--- config.mk ---
export PLATFORM = sky130hd
export DESIGN_NAME = hex_cmd_sequencer_flat
export DESIGN_NICKNAME = d
export VERILOG_FILES = /design/src/rtl/hex_cmd_sequencer_if.sv /design/src/rtl/hex_cmd_sequencer.sv /design/src/flat_wrapper.sv
export SDC_FILE = /design/constraint.sdc
export NUM_CORES = 1
export LEC_CHECK = 0
export CAP_MARGIN = 20
export CORE_MARGIN = 2
export CORE_UTILIZATION = 55
export DETAILED_ROUTE_END_ITERATION = 10
export GPL_ROUTABILITY_DRIVEN = 1
export PLACE_DENSITY = 0.81
export REMOVE_ABC_BUFFERS = 1
export SETUP_SLACK_MARGIN = 0.3
export SLEW_MARGIN = 20
export SYNTH_ARGS = -nofsm -noshare
export SYNTH_HDL_FRONTEND = slang
export SYNTH_SLANG_ARGS = --single-unit
--- constraint.sdc ---
create_clock -name clk -period 3.6 [get_ports clk]
set_clock_uncertainty 0.05 [all_clocks]
set_input_delay 0.36 -clock clk [delete_from_list [all_inputs] [get_ports clk]]
set_output_delay 0.36 -clock clk [all_outputs]
set_load 0.03 [all_outputs]
--- src/rtl/hex_cmd_sequencer_if.sv ---
// Bus bundle between the command sequencer, the UART receiver, the ASCII-to-hex
// converter and the configuration register bank.
interface hex_cmd_sequencer_if #(
    parameter int ADDR_NIB = 2,
    parameter int DATA_NIB = 4
);
    logic [7:0]            rx_data;
    logic                  rx_vld;
    logic [7:0]            cvt_din;
    logic                  cvt_din_vld;
    logic [3:0]            cvt_dout;
    logic                  cvt_dout_vld;
    logic [4*ADDR_NIB-1:0] cfg_addr;
    logic [4*DATA_NIB-1:0] cfg_data;
    logic                  cfg_wr;
    logic                  err;
    logic [1:0]            err_code;
    logic                  busy;

    modport master (
        input  rx_data, rx_vld, cvt_dout, cvt_dout_vld,
        output cvt_din, cvt_din_vld, cfg_addr, cfg_data, cfg_wr, err, err_code, busy
    );

    modport slave (
        output rx_data, rx_vld, cvt_dout, cvt_dout_vld,
        input  cvt_din, cvt_din_vld, cfg_addr, cfg_data, cfg_wr, err, err_code, busy
    );
endinterface

--- src/rtl/hex_cmd_sequencer.sv ---
// Frames UART bytes 'W' <addr hex> <data hex> CR into configuration writes,
// driving the external ASCII-to-hex converter one character at a time.
module hex_cmd_sequencer #(
    parameter int         ADDR_NIB    = 2,
    parameter int         DATA_NIB    = 4,
    parameter logic [7:0] START_CHAR  = 8'h57,
    parameter logic [7:0] END_CHAR    = 8'h0D,
    parameter int         TIMEOUT_CYC = 500000
) (
    input logic                  clk,
    input logic                  rst_n,
    hex_cmd_sequencer_if.master  bus
);
    localparam int AW = 4 * ADDR_NIB;
    localparam int DW = 4 * DATA_NIB;
    localparam int CW = $clog2(ADDR_NIB + DATA_NIB + 1);
    localparam int TW = $clog2(TIMEOUT_CYC + 1);

    typedef enum logic [1:0] {
        S_IDLE = 2'd0,
        S_ADDR = 2'd1,
        S_DATA = 2'd2,
        S_END  = 2'd3
    } state_t;

    state_t          r_state;
    state_t          w_state_nxt;
    logic            r_pend,     w_pend_nxt;
    logic [CW-1:0]   r_cnt,      w_cnt_nxt;
    logic [TW-1:0]   r_tmo,      w_tmo_nxt;
    logic [AW-1:0]   r_addr_sh,  w_addr_sh_nxt;
    logic [DW-1:0]   r_data_sh,  w_data_sh_nxt;
    logic [AW-1:0]   r_cfg_addr, w_cfg_addr_nxt;
    logic [DW-1:0]   r_cfg_data, w_cfg_data_nxt;
    logic            r_cfg_wr,   w_cfg_wr_nxt;
    logic            r_err,      w_err_nxt;
    logic [1:0]      r_err_code, w_err_code_nxt;
    logic            r_busy;
    logic [7:0]      w_cvt_din;
    logic            w_cvt_din_vld;

    // A byte arriving while a conversion is still pending is dropped.
    logic          w_rx, w_is_start, w_is_end, w_in_frame, w_start, w_fwd;
    logic          w_cvt_ok, w_cvt_bad, w_end_ok, w_end_bad, w_tmo;
    logic [CW-1:0] w_cnt_inc, w_cnt_lim;

    assign w_rx       = bus.rx_vld && !r_pend;
    assign w_is_start = (bus.rx_data == START_CHAR);
    assign w_is_end   = (bus.rx_data == END_CHAR);
    assign w_in_frame = (r_state == S_ADDR) || (r_state == S_DATA);
    assign w_start    = w_rx && w_is_start;
    assign w_fwd      = w_in_frame && w_rx && !w_is_start;
    assign w_cvt_ok   = r_pend && bus.cvt_dout_vld;
    assign w_cvt_bad  = r_pend && !bus.cvt_dout_vld;
    assign w_end_ok   = (r_state == S_END) && w_rx && w_is_end;
    assign w_end_bad  = (r_state == S_END) && w_rx && !w_is_start && !w_is_end;
    // A byte arriving on the timeout cycle takes precedence over the abort.
    assign w_tmo      = (r_state != S_IDLE) && !bus.rx_vld && (r_tmo == TW'(TIMEOUT_CYC - 1));
    assign w_cnt_inc  = r_cnt + CW'(1);
    assign w_cnt_lim  = (r_state == S_ADDR) ? CW'(ADDR_NIB) : CW'(DATA_NIB);

    // State register.
    always_ff @(posedge clk or negedge rst_n) begin
        if (!rst_n) begin
            r_state <= S_IDLE;
        end else begin
            r_state <= w_state_nxt;
        end
    end

    // Next-state logic.
    always_comb begin
        w_state_nxt = r_state;
        case (r_state)
            S_IDLE: begin
                if (w_start) w_state_nxt = S_ADDR;
                else         w_state_nxt = S_IDLE;
            end
            S_ADDR, S_DATA: begin
                if (w_start)                              w_state_nxt = S_ADDR;
                else if (w_cvt_bad || w_tmo)              w_state_nxt = S_IDLE;
                else if (w_cvt_ok && w_cnt_inc == w_cnt_lim)
                    w_state_nxt = (r_state == S_ADDR) ? S_DATA : S_END;
                else                                      w_state_nxt = r_state;
            end
            S_END: begin
                if (w_end_ok || w_end_bad || w_tmo) w_state_nxt = S_IDLE;
                else if (w_start)                   w_state_nxt = S_ADDR;
                else                                w_state_nxt = S_END;
            end
            default: w_state_nxt = S_IDLE;
        endcase
    end

    // Output and datapath next-value logic.
    always_comb begin
        w_cvt_din      = w_fwd ? bus.rx_data : 8'h00;
        w_cvt_din_vld  = w_fwd;
        w_pend_nxt     = w_fwd;
        w_cnt_nxt      = r_cnt;
        w_addr_sh_nxt  = r_addr_sh;
        w_data_sh_nxt  = r_data_sh;
        if (w_start) begin
            w_cnt_nxt     = {CW{1'b0}};
            w_addr_sh_nxt = {AW{1'b0}};
            w_data_sh_nxt = {DW{1'b0}};
        end else if (w_cvt_ok) begin
            if (r_state == S_ADDR) begin
                w_addr_sh_nxt = AW'({r_addr_sh, bus.cvt_dout});
                w_cnt_nxt     = (w_cnt_inc == w_cnt_lim) ? {CW{1'b0}} : w_cnt_inc;
            end else begin
                w_data_sh_nxt = DW'({r_data_sh, bus.cvt_dout});
                w_cnt_nxt     = w_cnt_inc;
            end
        end else begin
            w_cnt_nxt = r_cnt;
        end

        if (r_state == S_IDLE || bus.rx_vld) w_tmo_nxt = {TW{1'b0}};
        else                                 w_tmo_nxt = r_tmo + TW'(1);

        w_cfg_wr_nxt = w_end_ok;
        if (w_end_ok) begin
            w_cfg_addr_nxt = r_addr_sh;
            w_cfg_data_nxt = r_data_sh;
        end else begin
            w_cfg_addr_nxt = r_cfg_addr;
            w_cfg_data_nxt = r_cfg_data;
        end

        w_err_nxt = w_cvt_bad || w_end_bad || w_tmo;
        if (w_cvt_bad)      w_err_code_nxt = 2'd1;
        else if (w_end_bad) w_err_code_nxt = 2'd2;
        else if (w_tmo)     w_err_code_nxt = 2'd3;
        else                w_err_code_nxt = r_err_code;
    end

    // Datapath and registered outputs.
    always_ff @(posedge clk or negedge rst_n) begin
        if (!rst_n) begin
            r_pend     <= 1'b0;
            r_cnt      <= {CW{1'b0}};
            r_tmo      <= {TW{1'b0}};
            r_addr_sh  <= {AW{1'b0}};
            r_data_sh  <= {DW{1'b0}};
            r_cfg_addr <= {AW{1'b0}};
            r_cfg_data <= {DW{1'b0}};
            r_cfg_wr   <= 1'b0;
            r_err      <= 1'b0;
            r_err_code <= 2'd0;
            r_busy     <= 1'b0;
        end else begin
            r_pend     <= w_pend_nxt;
            r_cnt      <= w_cnt_nxt;
            r_tmo      <= w_tmo_nxt;
            r_addr_sh  <= w_addr_sh_nxt;
            r_data_sh  <= w_data_sh_nxt;
            r_cfg_addr <= w_cfg_addr_nxt;
            r_cfg_data <= w_cfg_data_nxt;
            r_cfg_wr   <= w_cfg_wr_nxt;
            r_err      <= w_err_nxt;
            r_err_code <= w_err_code_nxt;
            r_busy     <= (w_state_nxt != S_IDLE);
        end
    end

    assign bus.cvt_din     = w_cvt_din;
    assign bus.cvt_din_vld = w_cvt_din_vld;
    assign bus.cfg_addr    = r_cfg_addr;
    assign bus.cfg_data    = r_cfg_data;
    assign bus.cfg_wr      = r_cfg_wr;
    assign bus.err         = r_err;
    assign bus.err_code    = r_err_code;
    assign bus.busy        = r_busy;
endmodule

--- src/flat_wrapper.sv ---
// flat-port wrapper written by rule: the top's interface ports become plain ports
module hex_cmd_sequencer_flat 
#(
    parameter int         ADDR_NIB    = 2,
    parameter int         DATA_NIB    = 4,
    parameter logic [7:0] START_CHAR  = 8'h57,
    parameter logic [7:0] END_CHAR    = 8'h0D,
    parameter int         TIMEOUT_CYC = 500000
)
  (clk, rst_n, bus_rx_data, bus_rx_vld, bus_cvt_dout, bus_cvt_dout_vld, bus_cvt_din, bus_cvt_din_vld, bus_cfg_addr, bus_cfg_data, bus_cfg_wr, bus_err, bus_err_code, bus_busy);
  hex_cmd_sequencer_if #(.ADDR_NIB(ADDR_NIB), .DATA_NIB(DATA_NIB)) bus_i ();
  input logic clk;
  input logic rst_n;
  input wire logic [$bits(bus_i.rx_data)-1:0] bus_rx_data;
  input wire logic [$bits(bus_i.rx_vld)-1:0] bus_rx_vld;
  input wire logic [$bits(bus_i.cvt_dout)-1:0] bus_cvt_dout;
  input wire logic [$bits(bus_i.cvt_dout_vld)-1:0] bus_cvt_dout_vld;
  output wire logic [$bits(bus_i.cvt_din)-1:0] bus_cvt_din;
  output wire logic [$bits(bus_i.cvt_din_vld)-1:0] bus_cvt_din_vld;
  output wire logic [$bits(bus_i.cfg_addr)-1:0] bus_cfg_addr;
  output wire logic [$bits(bus_i.cfg_data)-1:0] bus_cfg_data;
  output wire logic [$bits(bus_i.cfg_wr)-1:0] bus_cfg_wr;
  output wire logic [$bits(bus_i.err)-1:0] bus_err;
  output wire logic [$bits(bus_i.err_code)-1:0] bus_err_code;
  output wire logic [$bits(bus_i.busy)-1:0] bus_busy;
  assign bus_i.rx_data = bus_rx_data;
  assign bus_i.rx_vld = bus_rx_vld;
  assign bus_i.cvt_dout = bus_cvt_dout;
  assign bus_i.cvt_dout_vld = bus_cvt_dout_vld;
  assign bus_cvt_din = bus_i.cvt_din;
  assign bus_cvt_din_vld = bus_i.cvt_din_vld;
  assign bus_cfg_addr = bus_i.cfg_addr;
  assign bus_cfg_data = bus_i.cfg_data;
  assign bus_cfg_wr = bus_i.cfg_wr;
  assign bus_err = bus_i.err;
  assign bus_err_code = bus_i.err_code;
  assign bus_busy = bus_i.busy;
  hex_cmd_sequencer #(.ADDR_NIB(ADDR_NIB), .DATA_NIB(DATA_NIB), .START_CHAR(START_CHAR), .END_CHAR(END_CHAR), .TIMEOUT_CYC(TIMEOUT_CYC)) u_core (.clk(clk), .rst_n(rst_n), .bus(bus_i));
endmodule
Word level (Yosys, flattened, before mapping)
Cells that the tools add are included.
Operators by class
  add/sub/neg operators: 2
  equal/unequal tests: 8
  mux-type cells: 24
  reduce and logical (&&, ||, !) cells: 34
Operator list (count)
  16-bit 2-to-1 mux: 3
  8-bit 2-to-1 mux: 4
  19-bit by 1-bit adder with 19-bit output (second input constant): 1
  19-bit == test (second input constant): 1
  19-bit 2-to-1 mux: 1
  2-bit 2-to-1 mux: 8
  3-bit 2-to-1 mux: 5
  1-bit logical AND: 13
  8-bit by 4-bit == test with 1-bit output (second input constant): 1
  8-bit by 7-bit == test with 1-bit output (second input constant): 1
  2-bit nonzero test: 4
  1-bit logical OR: 7
  2-bit case mux with 3 select lines: 1
  1-bit zero test: 5
  2-bit == test (second input constant): 2
  2-bit AND reduction: 2
  3-bit by 1-bit adder with 3-bit output (second input constant): 1
  3-bit == test: 1
  3-bit nonzero test: 1
  2-bit by 1-bit == test with 1-bit output (second input constant): 1
  2-bit zero test: 1
  1-bit 2-to-1 mux: 2
  2-bit by 1-bit != test with 1-bit output (second input constant): 1
  2-bit OR reduction: 1
Word-level totals
  register bits after elaboration: 78
  bits of input ports: 16
  output and inout port bits: 38
  logic and storage cells: 80

Depth between registers and ports, before layout
  depth in word-level cells: 10
  gate-level depth with buffers: 8
  gate-level depth less buffers: 7

Least setup slack after synthesis
Ideal clock, no wire load.
  path type: flip-flop to flip-flop
  start point: register u_core.r_state[0]
  end point: register u_core.r_busy, in the netlist u_core.bus.busy
  setup time: 139 ps
  data arrival time: 1782 ps
  data required time: 3411 ps
  setup slack: 1629 ps
  stages on the path, launching flop included: 9
  buffers on the path: 1
  clock period less this slack: 1971 ps
  path through: dfrtp_1 inv_1 ha_1 or2_2 buf_2 nor4b_1 nand4b_2 o2111ai_1 nand4_1
On the way
  longest elaborated chain between the ends: 9
  elaborated cells between the ends (all ways): 25
  classes of those cells: eq/ne: 4; mux: 7; reduce/logical: 14
RTL lines
  from (decl): RTL line hex_cmd_sequencer.sv:26  | state_t r_state;
  from (signal assigned): RTL line hex_cmd_sequencer.sv:67  | r_state <= w_state_nxt;
  2-bit by 1-bit == test with 1-bit output or 2-bit == test (tied branches)
  3-bit 2-to-1 mux or 1-bit logical AND (tied branches): RTL line hex_cmd_sequencer.sv:60, hex_cmd_sequencer.sv:55, hex_cmd_sequencer.sv:56
  3-bit == test or 1-bit logical AND (tied branches): RTL line hex_cmd_sequencer.sv:82, hex_cmd_sequencer.sv:56
  1-bit logical AND (on tied branches): RTL line hex_cmd_sequencer.sv:82, hex_cmd_sequencer.sv:56
  2-bit 2-to-1 mux or 1-bit logical OR (tied branches): RTL line hex_cmd_sequencer.sv:82, hex_cmd_sequencer.sv:87
  2-bit 2-to-1 mux or 1-bit logical OR (tied branches): RTL line hex_cmd_sequencer.sv:81, hex_cmd_sequencer.sv:87
  2-bit 2-to-1 mux (on tied branches): RTL line hex_cmd_sequencer.sv:80, hex_cmd_sequencer.sv:87
  2-bit case mux with 3 select lines *: RTL line hex_cmd_sequencer.sv:74  | case (r_state)
  2-bit nonzero test *: RTL line hex_cmd_sequencer.sv:163  | r_busy <= (w_state_nxt != S_IDLE);
  to (signal assigned): RTL line hex_cmd_sequencer.sv:163
  to (decl): RTL line hex_cmd_sequencer.sv:38  | logic r_busy;
Every way passes the cells marked *; elsewhere a longest branch is shown, timed or not.
A chain may end at the register's enable or synchronous reset.

Worst setup path after layout
  start point: input bus_rx_vld
  end point: output bus_cvt_din_vld
On the way
  longest elaborated chain between the ends: 3
RTL lines
  from (decl): RTL line flat_wrapper.sv:15  | input wire logic [$bits(bus_i.rx_vld)-1:0] bus_rx_vld;
  1-bit logical AND: RTL line hex_cmd_sequencer.sv:47  | assign w_rx = bus.rx_vld && !r_pend;
  1-bit logical AND (2 in a row): RTL line hex_cmd_sequencer.sv:52  | assign w_fwd = w_in_frame && w_rx && !w_is_start;
  to (decl): RTL line flat_wrapper.sv:19  | output wire logic [$bits(bus_i.cvt_din_vld)-1:0] bus_cvt_din_vld;
No other way between the ends.

==> flow_summary.toml <==
[floorplan]
core_area_um2 = 6240
dieArea_um2 = 7020
rows = 29
die_w_um = 83.8
die_h_um = 83.8
num_io_pins = 54
initial_core_util = 0.561

[sta]
max_freq_mhz = 332
fin_setup_tns_ps = 0
final_min_period_over_clock_period = 0.836
final_period_minus_worst_setup_slack_ps = 3010
rsz0062_at_grt = "no"
finalSetupViolations = 0
hold_violations = 0
drv_slew = 0
worstMarginPinSlew_ps = 1010
slew_headroom = 0.325

[drt]
top_layer = "met4"
wl_met3_um = 268
postRouteAntennaNets = 0
via_per_inst = 5.58
dr_wl_met2_um = 3130
first_iter_violations = 174
via_count = 2548
drc_errors = 0
dr.pass1.iters = 7
met1Wirelength_um = 3070
wl_per_cell_um = 14.3
wl_um = 6550

[setup_path]
arrival_ps = 2600
cpMaxStageDelayCell = "clkdlybuf4s50_1"
worstSetupStartpointType = "input port"
cp-end-kind = "primary output"
slowest_delay_ps = 680
timing.critical_path.mode_cell = "clkdlybuf4s50_1"
worstPathMaxFanout = 8
path_cells = "clkdlybuf4s50_1 -> nor2b_1 -> a21boi_1 -> and2_1 -> clkdlybuf4s50_1"
path_class = "input port to primary output"
required_ps = 3190

[power_and_ir_drop]
ir_worst_vdd_v = 0.000283
powerDensity_nw_per_um2 = 355
p_total_mw = 1.52
p_leak_nw = 2.02

[cts]
cts-hold-fix-buffers = 0
cts-root-buf = "clkbuf_8"
clk_pin_slew_ps = 90
cts.sinks = 78
htree_levels = 3
cts_resized = 0
cts_setup_buffers = 0
cts_tree = "done"
cts_buffers = 9
cts_buffer_depth = 2
clock_latency_ps = 350

[worst_hold_path]
hold_class = "input port to async pin"

[layout]
layout_common_cells = "dfrtp_1 (78), clkdlybuf4s50_1 (52), nand2_1 (43), mux2_2 (24), nor2_1 (23)"
area_growth_pct = 22.1
layout-drive-gt1-share = 0.134
nNetsFinal = 397
final_common_cell = "dfrtp_1"
antenna_cells = 0

[place]
hpwl_um = 4360
globalplace.congestion = 0.806
io_buffer_count = 53

[global_routing]
grt_overflow = 0
grt_pass1_vias = 2468
antenna_found_initial = 0
grt_util_all_layers = 0.202
grt_pass1_wl_um = 11300
grt_max_degree = 79

[job]
cap_violations = 0

[synthesis]
netlist_area_um2 = 3500
ys_ff_latch = 78
synth.distinct_cells = 39
yosys_warnings = 0
syn_area_per_cell_um2 = 10.9
ys_seq_area_frac = 0.558
synthCells = 321

[status]
status = "finished, final reports clean"
[final timing paths]
check | startpoint | endpoint | slack [ps] | cells after the start
max reg2reg | u_core.r_state[0] | u_core.bus.busy | 1370 | 7
min reg2reg | u_core.r_tmo[0] | u_core.r_tmo[0] | 460 | 1
max | bus_rx_vld | bus_cvt_din_vld | 590 | 5
min | rst_n | u_core.bus.cfg_data[9] | 80 | 1
min in group clk | u_core.r_tmo[0] | u_core.r_tmo[0] | 460 | 1
max in group asynchronous | rst_n | u_core.bus.cfg_data[3] | 2790 | 1
[layer usage]
layer	global-route usage	vias to the layer above
met5	0	-
met2	0.313	59
li1	-	1228
met4	0.0792	0
met3	0.0514	6
met1	0.275	1255
[per-stage QoR]
| step | std cells | setup WS (ps) | hold slack (ps) | utilization | instance area, um2 |
|---|---|---|---|---|---|
| floorplan | 309 | 1630 | 14.4 | - | 3450 |
| global placement | 441 | 745 | 417 | 0.655 | 4090 |
| detailed placement | 441 | 598 | 442 | 0.655 | 4090 |
| CTS | 457 | 584 | 134 | 0.684 | 4270 |
| global route | 457 | 451 | 168 | 0.684 | 4270 |
| finish | 457 | 591 | 84.8 | 0.684 | 4270 |
[final cells by class]
cell class                      count  area, um2
Clock inverter                      7       57.6
Fill cell                         467       1970
Inverter                            8       30.0
Tap cell                           77       96.3
Clock buffer                        9        124
Multi-Input combinational cell    223       1470
Timing Repair Buffer               55        543
Sequential cell                    78       1950
[synthesized netlist by cell type]
| cell | n | share of area |
|---|---|---|
| a21boi_1 | 1 | 0.0021 |
| a21oi_1 | 22 | 0.031 |
| a41oi_1 | 1 | 0.0025 |
| and2_1 | 5 | 0.0089 |
| and3_1 | 10 | 0.018 |
| and4_1 | 3 | 0.0075 |
| and4_2 | 1 | 0.0029 |
| and4b_1 | 1 | 0.0029 |
| and4bb_2 | 1 | 0.0036 |
| buf_2 | 3 | 0.0043 |
| clkbuf_1 | 9 | 0.0097 |
| dfrtp_1 | 78 | 0.56 |
| ha_1 | 6 | 0.021 |
| inv_1 | 8 | 0.0086 |
| mux2_2 | 24 | 0.077 |
| mux2i_1 | 8 | 0.023 |
| nand2_1 | 43 | 0.046 |
| nand2b_1 | 3 | 0.0054 |
| nand3_1 | 18 | 0.026 |
| nand4_1 | 5 | 0.0089 |
| nand4b_2 | 1 | 0.0043 |
| nor2_1 | 23 | 0.025 |
| nor2b_1 | 2 | 0.0036 |
| nor2b_4 | 1 | 0.0039 |
| nor3_1 | 2 | 0.0029 |
| nor3b_1 | 1 | 0.0021 |
| nor4_4 | 1 | 0.0061 |
| nor4b_1 | 3 | 0.0075 |
| o2111ai_1 | 1 | 0.0025 |
| o21a_1 | 2 | 0.0043 |
| o21ai_0 | 10 | 0.014 |
| o21ai_2 | 1 | 0.0025 |
| o311ai_1 | 1 | 0.0025 |
| o31ai_1 | 1 | 0.0021 |
| or2_2 | 1 | 0.0018 |
| or3_1 | 6 | 0.011 |
| or4b_4 | 1 | 0.0039 |
| xnor2_1 | 7 | 0.018 |
| xor2_1 | 6 | 0.015 |
[sequential cells by signal, summed over array words and instances (netlist names)]
signal and cells:
u_core.bus.cfg_wr 1, u_core.r_data_sh 16, u_core.bus.cfg_data 16, u_core.r_tmo 19, u_core.r_addr_sh 8, u_core.r_cnt 3
u_core.r_pend 1, u_core.bus.cfg_addr 8, u_core.bus.err_code 2, u_core.bus.err 1, u_core.bus.busy 1, u_core.r_state 2
[where the power goes]
| part | switching, mW | total [mW] | leakage, nW | internal, mW |
|---|---|---|---|---|
| Clock | 0.339 | 0.597 | 0.0877 | 0.258 |
| Sequential | 0.00121 | 0.878 | 1.09 | 0.876 |
| Combinational | 0.0254 | 0.0434 | 0.843 | 0.0180 |
| Total | 0.366 | 1.52 | 2.02 | 1.15 |
[cell families (layout without fill, tap and decap cells)]
group | count (synthesis) | in the layout | synth area share
simple gates | 132 | 132 | 0.201
flops | 78 | 78 | 0.558
xor+xnor | 13 | 13 | 0.0325
fa+ha+maj | 6 | 6 | 0.0215
compound gates | 40 | 40 | 0.0644
mux | 32 | 32 | 0.100
buf+inv | 20 | 79 | 0.0225
[critical path, delay by kind of cell]
kind                   cells  cell delay [ps]
AOI/OAI and AO/OA          1              460
and+or+nand+nor            2              600
buffers and inverters      2             1170
No activity file was read; power rests on OpenSTA's default activity.
